===== config.mk =====
export PLATFORM = sky130hd
export DESIGN_NAME = ce_reg_rr_arbiter
export DESIGN_NICKNAME = d
export VERILOG_FILES = /design/src/rtl/ce_reg_rr_arbiter.sv
export SDC_FILE = /design/constraint.sdc
export NUM_CORES = 1
export LEC_CHECK = 0
export CORE_MARGIN = 10
export CORE_UTILIZATION = 39
export CTS_CLUSTER_DIAMETER = 150
export CTS_CLUSTER_SIZE = 28
export DETAILED_ROUTE_END_ITERATION = 8
export GPL_TIMING_DRIVEN = 0
export PLACE_DENSITY = 0.95
export SLEW_MARGIN = 20
export SYNTH_ARGS = -nofsm -noshare
export SYNTH_HDL_FRONTEND = slang
export SYNTH_SLANG_ARGS = --single-unit

===== constraint.sdc =====
create_clock -name CLK -period 4.9 [get_ports CLK]
set_input_delay 1.47 -clock CLK [delete_from_list [all_inputs] [get_ports CLK]]
set_output_delay 1.47 -clock CLK [all_outputs]
set_load 0.02 [all_outputs]

===== src/rtl/ce_reg_rr_arbiter.sv =====
// Round-robin arbiter sharing one clock-enabled WIDTH-bit register between N requesters.
// Define ARB_LOCK_EN to add the lock port and the burst-lock FSM.
module ce_reg_rr_arbiter #(
    parameter int unsigned N     = 4,
    parameter int unsigned WIDTH = 8,
    parameter logic [WIDTH-1:0] INIT = '0,
    localparam int unsigned OW   = (N > 1) ? $clog2(N) : 1
) (
    input  logic                 CLK,
    input  logic                 RESET,
    input  logic [N-1:0]         req_valid,
    input  logic [N*WIDTH-1:0]   req_data,
    output logic [N-1:0]         req_ready,
`ifdef ARB_LOCK_EN
    input  logic [N-1:0]         lock,
`endif
    output logic [WIDTH-1:0]     O,
    output logic [OW-1:0]        owner,
    output logic                 update
);

    typedef logic [OW-1:0] idx_t;

    function automatic idx_t wrap_inc(input idx_t i);
        return (32'(i) == N - 1) ? '0 : i + OW'(1);
    endfunction

    logic [WIDTH-1:0] data_arr [N];
    idx_t             ptr_q, ptr_d;
    idx_t             gnt_idx;
    logic             gnt_found;
    logic             xfer;
    logic [WIDTH-1:0] o_d;
    idx_t             owner_d;
    logic             update_d;

`ifdef ARB_LOCK_EN
    typedef enum logic {UNLOCKED, LOCKED} state_t;
    state_t state_q, state_d;
    idx_t   lock_idx_q, lock_idx_d;
`endif

    for (genvar gi = 0; gi < N; gi++) begin : g_unpack
        assign data_arr[gi] = req_data[gi*WIDTH +: WIDTH];
    end

    // Grant search, register next value and pointer/lock next state.
    always_comb begin
        gnt_found = 1'b0;
        gnt_idx   = ptr_q;
        req_ready = '0;
        o_d       = O;
        owner_d   = owner;
        ptr_d     = ptr_q;
`ifdef ARB_LOCK_EN
        state_d    = state_q;
        lock_idx_d = lock_idx_q;
`endif

        for (int k = 0; k < N; k++) begin
            logic [OW:0] sum;
            sum = {1'b0, ptr_q} + (OW+1)'(k);
            if (sum >= (OW+1)'(N)) sum = sum - (OW+1)'(N);
            if (!gnt_found && req_valid[sum[OW-1:0]]) begin
                gnt_found = 1'b1;
                gnt_idx   = sum[OW-1:0];
            end
        end

`ifdef ARB_LOCK_EN
        // A locked burst owner masks everyone else.
        if (state_q == LOCKED) begin
            gnt_found = req_valid[lock_idx_q];
            gnt_idx   = lock_idx_q;
        end
`endif

        xfer = gnt_found && !RESET;
        if (xfer) req_ready[gnt_idx] = 1'b1;
        update_d = xfer;

        if (xfer) begin
            o_d     = data_arr[gnt_idx];
            owner_d = gnt_idx;
            ptr_d   = wrap_inc(gnt_idx);
        end

`ifdef ARB_LOCK_EN
        case (state_q)
            UNLOCKED: begin
                if (xfer && lock[gnt_idx]) begin
                    state_d    = LOCKED;
                    lock_idx_d = gnt_idx;
                    ptr_d      = ptr_q;
                end
            end
            LOCKED: begin
                ptr_d = ptr_q;
                if (!lock[lock_idx_q]) begin
                    state_d = UNLOCKED;
                    if (xfer) ptr_d = wrap_inc(lock_idx_q);
                end
            end
            default: state_d = UNLOCKED;
        endcase
`endif
    end

    always_ff @(posedge CLK) begin
        if (RESET) begin
            O      <= INIT;
            owner  <= '0;
            update <= 1'b0;
            ptr_q  <= '0;
`ifdef ARB_LOCK_EN
            state_q    <= UNLOCKED;
            lock_idx_q <= '0;
`endif
        end else begin
            O      <= o_d;
            owner  <= owner_d;
            update <= update_d;
            ptr_q  <= ptr_d;
`ifdef ARB_LOCK_EN
            state_q    <= state_d;
            lock_idx_q <= lock_idx_d;
`endif
        end
    end

endmodule


## Yosys cells after proc, flatten, opt, wreduce, memory -nomap -nowiden

Cells that the tools add are included.

- Register bits: 13
- Output and inout port bits: 15
- Bits of input ports: 38

- Magnitude comparators: 11
- Multiplexer cells: 27
- Eq/ne operators: 1
- Reduce and logical (&&, ||, !) cells: 9
- Bitwise gates (word level): 1
- Add/sub/neg operators: 8

Operators with widths:

| operator | number |
|---|---|
| 2-bit 2-to-1 mux | 9 |
| 8-bit binary-select mux with 2-bit select | 1 |
| 8-bit 2-to-1 mux | 2 |
| 2-bit by 3-bit less-than comparator with 1-bit output (second input constant) | 5 |
| 3-bit >= comparator (second input constant) | 4 |
| 1-bit 2-to-1 mux | 9 |
| 1-bit binary-select mux with 2-bit select | 4 |
| 2-bit by 1-bit subtractor with 2-bit output (second input constant) | 4 |
| 2-bit by 2-bit adder with 3-bit output (second input constant) | 2 |
| 1-bit logical AND | 5 |
| 1-bit zero test | 4 |
| 4-bit 2-to-1 mux | 1 |
| 2-bit by 1-bit adder with 3-bit output (second input constant) | 1 |
| 2-bit by 3-bit >= comparator with 1-bit output (second input constant) | 1 |
| 2-bit inverter with 3-bit output | 1 |
| 2-bit by 1-bit adder with 2-bit output (second input constant) | 1 |
| 1-bit demux with 2-bit select | 1 |
| 2-bit == test (second input constant) | 1 |
| 2-bit by 1-bit >= comparator with 1-bit output (second input constant) | 1 |

## Depth between registers and ports, before layout

Gate-level depths: netlist of the first run.

- Word-level depth: 19
- Depth in mapped cells: 8

## Worst setup path before layout of the first run

Ideal clock, no wire load.

- Path kind: input to output
- From: in req_valid[2]
- To: out req_ready[0]
- Arrival time: 2,834 ps
- Setup slack: 596 ps
- Stages on the path: 6
- Cells stage by stage: nor2b_1 -> o21a_1 -> a21oi_2 -> buf_6 -> inv_1 -> nor4_1

- Cells in the longest elaborated chain, start to end: 17
- Elaborated cells between the ends (all ways): 29

RTL lines:

| what | RTL line | source |
|---|---|---|
| start, declared | 11 | `input logic [N-1:0] req_valid,` |
| 1-bit binary-select mux with 2-bit select | 64 | `if (!gnt_found && req_valid[sum[OW-1:0]]) begin` |
| 1-bit 2-to-1 mux (implied by the code) | 64 |  |
| 1-bit 2-to-1 mux | 64 |  |
| 1-bit zero test | 64 |  |
| 1-bit logical AND | 64 |  |
| 1-bit 2-to-1 mux | 64 |  |
| 1-bit zero test | 64 |  |
| 1-bit logical AND | 64 |  |
| 1-bit 2-to-1 mux | 64 |  |
| 1-bit zero test | 64 |  |
| 1-bit logical AND | 64 |  |
| 2-bit 2-to-1 mux | 64 |  |
| 2-bit by 3-bit less-than comparator with 1-bit output (implied by the code) or 2-bit by 1-bit >= comparator with 1-bit output (tied branches) | 79 | `if (xfer) req_ready[gnt_idx] = 1'b1;` |
| 1-bit logical AND (implied by the code) | 79 |  |
| 1-bit 2-to-1 mux (implied by the code) | 79 |  |
| 1-bit demux with 2-bit select | 79 |  |
| 4-bit 2-to-1 mux * | 79 |  |
| end, declared | 13 | `output logic [N-1:0] req_ready,` |

Mark *: on every way between the ends. The rest lies on a longest branch, timed or not. The select of a mux whose other input is x is not followed.

## Worst setup path in the final report of the first run

- From: in req_valid[0]
- To: out req_ready[3]

The elaborated chain is that of the path after synthesis.

==> summary.md, run 1 <==
| Metric | Value |
|---|---|
| CTS root buf | clkbuf_4 |
| Slew Viols, Final | 0 |
| Sequential area share after synthesis | 30.4% |
| Detail Route Antenna Nets | 0 |
| Post-synth top area share | roughly 30% |
| CTS Buf Count | 3 |
| Required @ worst endpoint | ~3.4 ns |
| Min-Delay Path Depth | 2 |
| Worst Path Max Fanout | 7 |
| Worst Setup EP | req_ready[3] |
| Relative slew slack | between 70% and 80% |
| Largest net degree at the start of global routing | 11 |
| Max IR drop VDD | 0.197 mV |
| # fillers | 172 |
| Cells after Synth | slightly below 90 |
| Drt pass-1 iters | 4 |
| Area contributors post-synth | dfxtp_1 30%, mux2i_1 19%, nand3b_1 7.0% |
| Core Footprint | between 0.002 and 0.0025 mm² |
| Antenna cells | 0 |
| Clk sinks | 13 |
| Vias in the first global route | 1009 |
| Boundary pin count | 53 |
| Die ar. | ~0.0045 mm² |
| R2R setup slack | 3.25 ns |
| Post-synth top area cell | dfxtp_1 |
| RSZ-0062 raised after global routing | false |
| Fmax | ~210 MHz |
| Outcome | finished clean |
| Slowest cell on crit path | clkdlybuf4s50_1 |
| # setup viols final | 0 |
| Least-Margin Pin Slew | between 0.4 and 0.5 ns |
| Number of H-tree levels | 1 |
| CTS tree | yes |
| Worst r2r path cells | 8 |
| Row Count | 16 |
| Residual DRC | 0 |
| Tmin final | roughly 4.8 ns |
| Worst Skew | a little under 0.003 ns |
| Clk_lat worst skew | approximately 0.28 ns |
| Initial Util | about 42% |
| Final period utilization | 97.3% |
| Routed wire length | 2.91 mm |
| Leak | 0.622 nW |
| Number of flops mapped to enable cells by yosys | 0 |
| R2R Path Start | ptr_q[1]$_SDFFE_PP0P_ |
| Setup crit start kind | primary input |
| Seq cells post-synth | 13 |
| Synth cell types | 29 |
| Warnings, synthesis | 0 |
| Worst min path class | reg2reg |
| Syn_area_per_cell | slightly below 10 µm² |
| Layout Nets | about 180 |
| Via count | roughly 900 |
| Drt via density | about 5.4 |
| Synthesized cell area | between 800 and 900 µm² |
| Gpl congestion | 0.764 |
| Tot GR Track Use | 13.7% |
| # Max-Cap Violations | 0 |
| Final Power | 0.000427 W |
| Synthesized net count | 127 |
| Top_reg_cell synth | dfxtp_1 |
| Cell with the most instances after synthesis | mux2i_1 |
| Die Span X | roughly 67 µm |
| Area growth, synth to finish | 67.6% |
| WHS | approximately 0.46 ns |
| CP cell instances | clkdlybuf4s50_1 > nor2b_2 > a21oi_1 > o221a_4 > ha_1 > and2_1 > dlygate4sd2_1 |
| Critical path's largest stage delay | approximately 0.59 ns |
| Die Span Y | approximately 67 µm |
| Clock Tree Buf Depth | 2 |
| Worst Setup SP | req_valid[0] |
| First-pass GRT wire length | about 4.7 mm |
| Arrival time at the worst endpoint | between 3 and 4 ns |
| WL/cell | 17.0 µm |
| Power per cell area | around 300 mW/mm² |
| Synth cell count leaders | 16 x mux2i_1, 13 x dfxtp_1, 8 x nand3b_1, 6 x nand2_1 |
| Ys async rst share | 0% |
| CP endpoint kind | output pin |
| Total grt overflow | 0 |
| Share of layout cells above drive strength 1 | between 10% and 20% |
| FF-to-FF End | ptr_q[1]$_SDFFE_PP0P_ |
| Clk slew on worst S/H paths | 0.08 ns |
| Port Buffer Count | 52 |
| Antenna violations before repair | 0 |
| CP Class | in2out |
| Drt initial violations | 26 |
| Final Hold Fails | 0 |
| Post-DP HPWL | 2.42 mm |
## flip-flops by register name, summed over array words and instances (netlist names)
register	cells
owner	2
ptr_q	2
O	8
update	1
## layer usage
| layer | GRT usage, % | wire (µm) | vias up |
|---|---|---|---|
| met1 | 14.2 | 1210 | 425 |
| met4 | 5.38 | 53 | 0 |
| met2 | 23.5 | 1340 | 41 |
| met3 | 6.35 | 300 | 4 |
| met5 | 0 | 0 | - |
| li1 | - | - | 448 |
## what timing repair did
| action | CTS | global route |
|---|---|---|
| resized for setup | 5 | 8 |
| endpoints found under the setup margin | 4 | 3 |
| pin swaps | 0 | 1 |
| gates cloned | 0 | 0 |
| hold buffers | 0 | 0 |
| buffers inserted | 0 | 0 |
## critical path, delay by kind of cell
family	cells	cell delay, ns
AND/OR/NAND/NOR	2	0.36
buffers and inverters	2	0.90
AO/OA/AOI/OAI	2	0.37
adder cells (fa/ha/maj)	1	0.19
## report_power, final
part | switching (W) | internal [W]
Clock | 0.0000372 | 0.0000317
Sequential | 0.0000136 | 0.000126
Combinational | 0.000103 | 0.000115
## stage by stage
| stage | std cells | setup slack, ns | instance area [µm²] | utilization (%) | TNS (ns) |
|---|---|---|---|---|---|
| 2_1_floorplan | 88 | 0.596 | 857 | - | 0 |
| 3_3_place_gp | 167 | -0.173 | 1410 | 69.8 | -0.521 |
| 3_5_place_dp | 167 | -0.217 | 1410 | 69.8 | -0.721 |
| 4_1_cts | 171 | 0.0292 | 1440 | 71.2 | 0 |
| 5_1_grt | 171 | 0.0347 | 1440 | 71.0 | 0 |
| 6_report | 171 | 0.133 | 1440 | 71.0 | 0 |
## logic make-up after synthesis
group / after synthesis / synth area share (%)
flops: 13 / 30.4
mux: 16 / 18.7
buf+inv: 9 / 8.76
compound gates: 20 / 21.3
simple gates: 29 / 19.4
fa+ha+maj: 1 / 1.46
## placed cells by master (no fill, tap or decap), types with 2 or more instances in the layout
cell type,netlist,final
a211oi_1,2,2
a21oi_1,5,5
buf_6,2,2
clkbuf_2,0,2
clkbuf_4,0,3
clkdlybuf4s50_1,0,46
dfxtp_1,13,13
dlygate4sd2_1,0,2
dlymetal6s2s_1,0,2
inv_1,4,4
mux2i_1,16,16
nand2_1,6,6
nand3b_1,8,8
nor2_1,5,5
o221ai_1,4,4
o221ai_2,4,4
## worst min path at each step
| stage | from | to | slack, ns |
|---|---|---|---|
| floorplan | ptr_q[1]$_SDFFE_PP0P_ | ptr_q[1]$_SDFFE_PP0P_ | 0.49 |
| global placement | owner[0]$_SDFFE_PP0P_ | owner[0]$_SDFFE_PP0P_ | 0.45 |
| detailed placement | owner[0]$_SDFFE_PP0P_ | owner[0]$_SDFFE_PP0P_ | 0.45 |
| CTS | owner[0]$_SDFFE_PP0P_ | owner[0]$_SDFFE_PP0P_ | 0.46 |
| global route | owner[0]$_SDFFE_PP0P_ | owner[0]$_SDFFE_PP0P_ | 0.49 |
| finish | owner[0]$_SDFFE_PP0P_ | owner[0]$_SDFFE_PP0P_ | 0.46 |
## area by class of cell
cell class              instances  area (µm²)  area share (%)
plain buffers                   5        60.1            4.18
repair buffers                 52         513            35.7
multi-input cells              66         528            36.8
inverters                       4        15.0            1.05
flip-flops and latches         13         260            18.1
clock buffers                   4        26.3            1.83
well taps                      27        33.8            2.35
Note: power is estimated with default switching activity, not from simulation.
==> inputs of run 2 (changes only) <==
Settings changed: CAP_MARGIN from default to 30, CELL_PAD_IN_SITES_DETAIL_PLACEMENT from default to 1, CELL_PAD_IN_SITES_GLOBAL_PLACEMENT from default to 1, CORE_UTILIZATION 39 to 27.
==> run 2 against run 1 <==
Against the previous run:
- final cell count rose by 9.9%
- clock skew rose by 0.0046 ns
- register-to-register slack barely moved
- sequential power barely moved
- non-clock buffer count did not move
- cell area rose by 1.7%
- highest routed layer unchanged
==> summary.md, run 2 (same netlist as run 1, synthesis figures left out) <==
| Metric | Value |
|---|---|
| Total negative slack | 0 ns (unchanged) |
| Max FFs per register | 8 (unchanged) |
| Max IR drop VDD | 0.144 mV (was 0.197 mV) |
| Via count | 893 (was 918) |
| Row Count | 20 (was 16) |
| Worst Path Max Fanout | 10 (was 7) |
| Clk sinks | 13 (unchanged) |
| Clk_lat worst skew | 0.28 ns (about the same) |
| Setup crit start kind | primary input (unchanged) |
| Largest Register | O (unchanged) |
| Commonest cells after routing, fill and taps aside | 46 x clkdlybuf4s50_1, 16 x mux2i_1, 13 x dfxtp_1 (unchanged) |
| Number of H-tree levels | 1 (unchanged) |
| RSZ-0062 raised after global routing | false (unchanged) |
| Final Hold Fails | 0 (unchanged) |
| Largest net degree at the start of global routing | 11 (unchanged) |
| Drt initial violations | 42 (was 26) |
| Antenna cells | 0 (unchanged) |
| Top flop regs | O: 8 flops, owner: 2 flops, ptr_q: 2 flops (unchanged) |
| Setup bufs post-CTS | 0 (unchanged) |
| # setup viols final | 0 (unchanged) |
| Port Buffer Count | 52 (unchanged) |
| Core Footprint | 0.00305 mm² (was 0.00202 mm²) |
| CTS Buf Count | 3 (unchanged) |
| Leak | 0.625 nW (was 0.622 nW) |
| Gpl congestion | 0.767 (was 0.764) |
| Boundary pin count | 53 (unchanged) |
| Drt pass-1 iters | 4 (unchanged) |
| Die ar. | 0.00583 mm² (was 0.00447 mm²) |
| Tot GR Track Use | 11.1% (was 13.7%) |
| WL/cell | 17.1 µm (was 17.0 µm) |
| Part of the power in the clock network | 16.2% (was 16.1%) |
| Initial Util | 28.1% (was 42.4%) |
| Vias in the first global route | 1073 (was 1009) |
| Total grt overflow | 0 (unchanged) |
| Antenna violations before repair | 0 (unchanged) |
| Final period utilization | 96.8% (was 97.3%) |
| CTS tree | yes (unchanged) |
| Die Span Y | 76.3 µm (was 66.9 µm) |
| # fillers | 360 (was 172) |
| CP Class | in2out (unchanged) |
| Share of layout cells above drive strength 1 | 13.2% (was 13.9%) |
| Worst Skew | 0.00755 ns (was 0.00295 ns) |
| Fmax | 211 MHz (was 210 MHz) |
| First-pass GRT wire length | 5.32 mm (was 4.70 mm) |
| Required @ worst endpoint | 3.43 ns (about the same) |
| Relative slew slack | 71.8% (was 71.2%) |
| Drt via density | 4.75 (was 5.37) |
| Post-DP HPWL | 2.62 mm (was 2.42 mm) |
| Sequential group share of total power | 32.6% (was 32.7%) |
| Psw | 0.000156 W (was 0.000154 W) |
| Switch share | 36.4% (was 36.1%) |
| CP endpoint kind | output pin (unchanged) |
| Outcome | finished clean (unchanged) |
| Clk slew on worst S/H paths | 0.08 ns (about the same) |
| Tmin final | 4.74 ns (was 4.77 ns) |
| Residual DRC | 0 (unchanged) |
| WHS | 0.466 ns (was 0.461 ns) |
| Routed wire length | 3.22 mm (was 2.91 mm) |
| # hold bufs at CTS | 0 (unchanged) |
| Area growth, synth to finish | 70.5% (was 67.6%) |
| Most common cell after layout, fill and taps aside | clkdlybuf4s50_1 (unchanged) |
| Cts repair resizes | 5 (unchanged) |
| Power per cell area | 294 mW/mm² (was 297 mW/mm²) |
| Die Span X | 76.3 µm (was 66.9 µm) |
| # Max-Cap Violations | 0 (unchanged) |
| Worst min path class | reg2reg (unchanged) |
| Comb power frac | 51.2% (was 51.1%) |
| Least-Margin Pin Slew | 0.420 ns (was 0.429 ns) |
| Core Util, Final | 47.9% (was 71.0%) |
| Slew Viols, Final | 0 (unchanged) |
| Layout Nets | 184 (unchanged) |
| CTS root buf | clkbuf_4 (unchanged) |
| Detail Route Antenna Nets | 0 (unchanged) |
| Clock Tree Buf Depth | 2 (unchanged) |
| P_int | 0.000273 W (about the same) |
| Arrival time at the worst endpoint | 3.27 ns (was 3.30 ns) |
run 2: changes by cell type in the layout (fill, tap and decap cells not counted):
| cell | change |
|---|---|
| clkbuf_2 | -1 |
| o21ai_0 | +1 |
| dlygate4sd2_1 | +1 |
| o21ai_1 | -1 |
run 2: per-stage QoR:
| step | setup slack (ns) | total power (W) | instances | instance area, µm² |
|---|---|---|---|---|
| after floorplan | 0.596 | 0.000269 | 88 | 857 |
| after global routing | 0.0592 | 0.000459 | 188 | 1460 |
| after global placement | -0.198 | 0.000361 | 184 | 1430 |
| after CTS | 0.0177 | 0.000435 | 188 | 1460 |
| final | 0.159 | 0.000429 | 188 | 1460 |
| after detailed placement | -0.237 | 0.000368 | 184 | 1430 |
run 2: worst max-delay path: stages:
cell	delay (ns)
clkdlybuf4s50_1	0.57
a31oi_1	0.13
a21oi_2	0.23
buf_6	0.19
inv_1	0.07
ha_1	0.16
and2_1	0.12
dlygate4sd2_1	0.32
run 2: power groups by stage:
| stage | combinational (W) | sequential, W | clock, W |
|---|---|---|---|
| final | 0.000220 | 0.000140 | 0.0000695 |
| after global routing | 0.000238 | 0.000143 | 0.0000776 |
| after CTS | 0.000225 | 0.000140 | 0.0000698 |
| after detailed placement | 0.000226 | 0.000143 | 0 |
| after global placement | 0.000220 | 0.000141 | 0 |
| after floorplan | 0.000108 | 0.000161 | 0 |
run 2: final timing paths:
kind	from	to	slack (ns)	cells after the start
setup reg to reg	ptr_q[1]$_SDFFE_PP0P_	ptr_q[1]$_SDFFE_PP0P_	3.25	8
hold / removal	owner[0]$_SDFFE_PP0P_	owner[0]$_SDFFE_PP0P_	0.47	2
setup / recovery	req_valid[0]	req_ready[3]	0.16	8
hold reg to reg	owner[0]$_SDFFE_PP0P_	owner[0]$_SDFFE_PP0P_	0.47	2
run 2: area by class of cell:
| cell class | instances | area, µm² | share of cell area, % |
|---|---|---|---|
| Tap cell | 44 | 55.1 | 3.77 |
| Multi-Input combinational cell | 66 | 528 | 36.1 |
| Inverter | 4 | 15.0 | 1.03 |
| Clock buffer | 4 | 26.3 | 1.80 |
| Timing Repair Buffer | 52 | 517 | 35.4 |
| Buffer | 5 | 60.1 | 4.11 |
| Sequential cell | 13 | 260 | 17.8 |
run 2: metal layers:
| layer | track usage, % | wire [µm] |
|---|---|---|
| met3 | 4.72 | 308 |
| met1 | 12.1 | 1370 |
| met2 | 18.7 | 1510 |
| met4 | 4.28 | 34 |
| met5 | 0 | 0 |
==> inputs of run 3 (changes only) <==
Settings changed: CORE_UTILIZATION 27 to 23, PLACE_DENSITY 0.95 to 0.87.
Clock period 4.9 ns to 3.8 ns, I/O delays scaled along.
==> run 3 against run 2 <==
Against the previous run:
- cell area is 3.0% higher
- clock skew is 0.0031 ns lower
- via count is 6.5% higher
- total power is 43% higher
- clock power is 78% higher
- global-route usage is 0.40 points lower
- first-iteration DRC count is 12% lower
- sequential power is 31% higher
- hold slack worse by 0.012 ns
- routed wire length is 8.7% higher
- setup slack worse by 0.047 ns
- combinational power is 39% higher
==> summary.md, run 3 (same netlist as run 1, synthesis figures left out) <==
| Metric | Value |
|---|---|
| Outcome | finished clean (unchanged) |
| Arrival time at the worst endpoint | 2.55 ns (was 3.27 ns) |
| Clk_lat worst skew | 0.24 ns (was 0.28 ns) |
| Tmin final | about 3.7 ns |
| Die Span X | 81.0 µm (was 76.3 µm) |
| First-pass GRT wire length | 5.38 mm (was 5.32 mm) |
| Critical path's largest stage delay | 0.29 ns (was 0.57 ns) |
| Core Footprint | 0.00363 mm² (was 0.00305 mm²) |
| Core Util, Final | 41.4% (was 47.9%) |
| Tot GR Track Use | 10.7% (was 11.1%) |
| Via count | 951 (was 893) |
| Drt initial violations | 37 (was 42) |
| Commonest cells after routing, fill and taps aside | 44 x clkdlybuf4s50_1, 16 x mux2i_1, 13 x dfxtp_1 (was 46 x clkdlybuf4s50_1, 16 x mux2i_1, 13 x dfxtp_1) |
| Final Hold Fails | 0 (unchanged) |
| Die Span Y | 81.0 µm (was 76.3 µm) |
| PnR worst setup slack | 0.111 ns (was 0.159 ns) |
| Max FFs per register | 8 (unchanged) |
| Largest Register | O (unchanged) |
| Post-DP HPWL | 2.81 mm (was 2.62 mm) |
| Max IR drop VDD | 0.218 mV (was 0.144 mV) |
| Final period utilization | 97.1% |
| CP cell instances | dlygate4sd2_1 > nor2b_1 > o21a_1 > a21oi_2 > buf_6 > inv_1 > ha_1 > and2_1 > buf_2 (was clkdlybuf4s50_1 > a31oi_1 > a21oi_2 > buf_6 > inv_1 > ha_1 > and2_1 > dlygate4sd2_1) |
| Worst Skew | 0.00449 ns (was 0.00755 ns) |
| Fmax | between 200 and 300 MHz |
| # fillers | 457 (was 360) |
| Initial Util | 23.6% (was 28.1%) |
| Gpl congestion | 0.773 (was 0.767) |
| Antenna violations before repair | 0 (unchanged) |
| Die ar. | 0.00657 mm² (was 0.00583 mm²) |
| # hold bufs at CTS | 0 (unchanged) |
| CTS tree | yes (unchanged) |
| WL/cell | 17.8 µm (was 17.1 µm) |
| Most common cell after layout, fill and taps aside | clkdlybuf4s50_1 (unchanged) |
| Slew Viols, Final | 0 (unchanged) |
| # setup viols final | 0 (unchanged) |
| Final Power | 0.000613 W (was 0.000429 W) |
| CP endpoint kind | output pin (unchanged) |
| Residual DRC | 0 (unchanged) |
| Boundary pin count | 53 (unchanged) |
| # Max-Cap Violations | 0 (unchanged) |
| Vias in the first global route | 1088 (was 1073) |
| Share of layout cells above drive strength 1 | 21.5% (was 13.2%) |
| Largest net degree at the start of global routing | 11 (unchanged) |
| Power per cell area | 407 mW/mm² (was 294 mW/mm²) |
| Total grt overflow | 0 (unchanged) |
| Worst Path Max Fanout | 5 (was 10) |
| Worst min path class | reg2reg (unchanged) |
| Drt pass-1 iters | 4 (unchanged) |
| Required @ worst endpoint | 2.66 ns (was 3.43 ns) |
| Routed wire length | 3.50 mm (was 3.22 mm) |
| Area growth, synth to finish | 75.6% (was 70.5%) |
| Slowest cell on crit path | dlygate4sd2_1 (was clkdlybuf4s50_1) |
| Clk slew on worst S/H paths | 0.06 ns (was 0.08 ns) |
| Clk sinks | 13 (unchanged) |
| Pre-CTS setup slack | -0.744 ns (was -0.237 ns) |
| Relative slew slack | 69.3% (was 71.8%) |
| Multi-input combinational cell area | 537 µm² (was 528 µm²) |
| Least-Margin Pin Slew | 0.457 ns (was 0.420 ns) |
| Top flop regs | O: 8 flops, owner: 2 flops, ptr_q: 2 flops (unchanged) |
| Drt via density | 4.83 (was 4.75) |
| Row Count | 22 (was 20) |
| Detail Route Antenna Nets | 0 (unchanged) |
| Clock Tree Buf Depth | 2 (unchanged) |
| CP Class | in2out (unchanged) |
| Antenna cells | 0 (unchanged) |
| Port Buffer Count | 52 (unchanged) |
| Leak | 0.634 nW (was 0.625 nW) |
| CTS root buf | clkbuf_8 (was clkbuf_4) |
| Layout Nets | 189 (was 184) |
| CTS Buf Count | 3 (unchanged) |
| Storage cell area | 260 µm² (unchanged) |
| Number of H-tree levels | 1 (unchanged) |
| Setup crit start kind | primary input (unchanged) |
==> run 3: cell types whose count changed in the layout (fill, tap and decap cells not counted), sizes merged <==
cell | before | now
dlygate4sd2 | 3 | 2
dlygate4sd1 | 1 | 0
clkdlybuf4s50 | 46 | 44
clkbuf | 6 | 7
dlymetal6s2s | 2 | 0
clkdlybuf4s15 | 0 | 1
buf | 3 | 12
==> run 3: cell type report <==
cell class                 count  share of cell area (%)
timing repair buffer          57                    34.9
inverter                       4                   0.998
multi-input combinational     66                    35.7
clock buffer                   4                    2.99
sequential                    13                    17.3
tap                           48                    3.99
buffer                         5                    4.16
==> run 3: final timing paths <==
| kind | cells after the start | slack, ns | endpoint | startpoint |
|---|---|---|---|---|
| max reg2reg | 8 | 2.06 | O[5]$_SDFFE_PP0P_ | ptr_q[1]$_SDFFE_PP0P_ |
| min | 2 | 0.45 | owner[0]$_SDFFE_PP0P_ | owner[0]$_SDFFE_PP0P_ |
| max | 9 | 0.11 | req_ready[3] | req_valid[2] |
| min reg2reg | 2 | 0.45 | owner[0]$_SDFFE_PP0P_ | owner[0]$_SDFFE_PP0P_ |
==> run 3: critical path: cells and delay by family <==
kind,cells,cell delay (ns)
AND/OR/NAND/NOR,2,0.31
buffers and inverters,4,0.63
AO/OA/AOI/OAI,2,0.32
adder cells (fa/ha/maj),1,0.16
==> run 3: layer usage <==
layer  track usage (%)  up-vias  routed length, µm
met2              19.6       40               1770
met4              4.15        0                 53
li1                  -      455                  -
met1              10.9      452               1410
met5                 0        -                  0
met3              3.86        4                275
==> run 3: where the power goes <==
| group | total [W] | switching (W) | internal, W | leakage, nW |
|---|---|---|---|---|
| combinational | 0.000306 | 0.000143 | 0.000163 | 0.503 |
| clock | 0.000124 | 0.0000498 | 0.0000740 | 0.0228 |
| sequential | 0.000183 | 0.0000201 | 0.000163 | 0.108 |
| total | 0.000613 | 0.000213 | 0.000400 | 0.634 |
==> run 3: timing repair <==
item / CTS / global route
setup buffers: 4 / 1
pin swaps: 0 / 1
endpoints found under the setup margin: 4 / 4
gates resized for setup: 23 / 7
gates cloned: 0 / 0
==> run 3: through the flow <==
step	area (µm²)	hold WS [ns]	cells	TNS [ns]
3_3_place_gp	1440	0.453	188	-2.42
3_5_place_dp	1440	0.449	188	-2.79
6_report	1510	0.455	197	0
2_1_floorplan	857	0.492	88	0
4_1_cts	1510	0.456	196	0
5_1_grt	1510	0.508	197	-0.000530
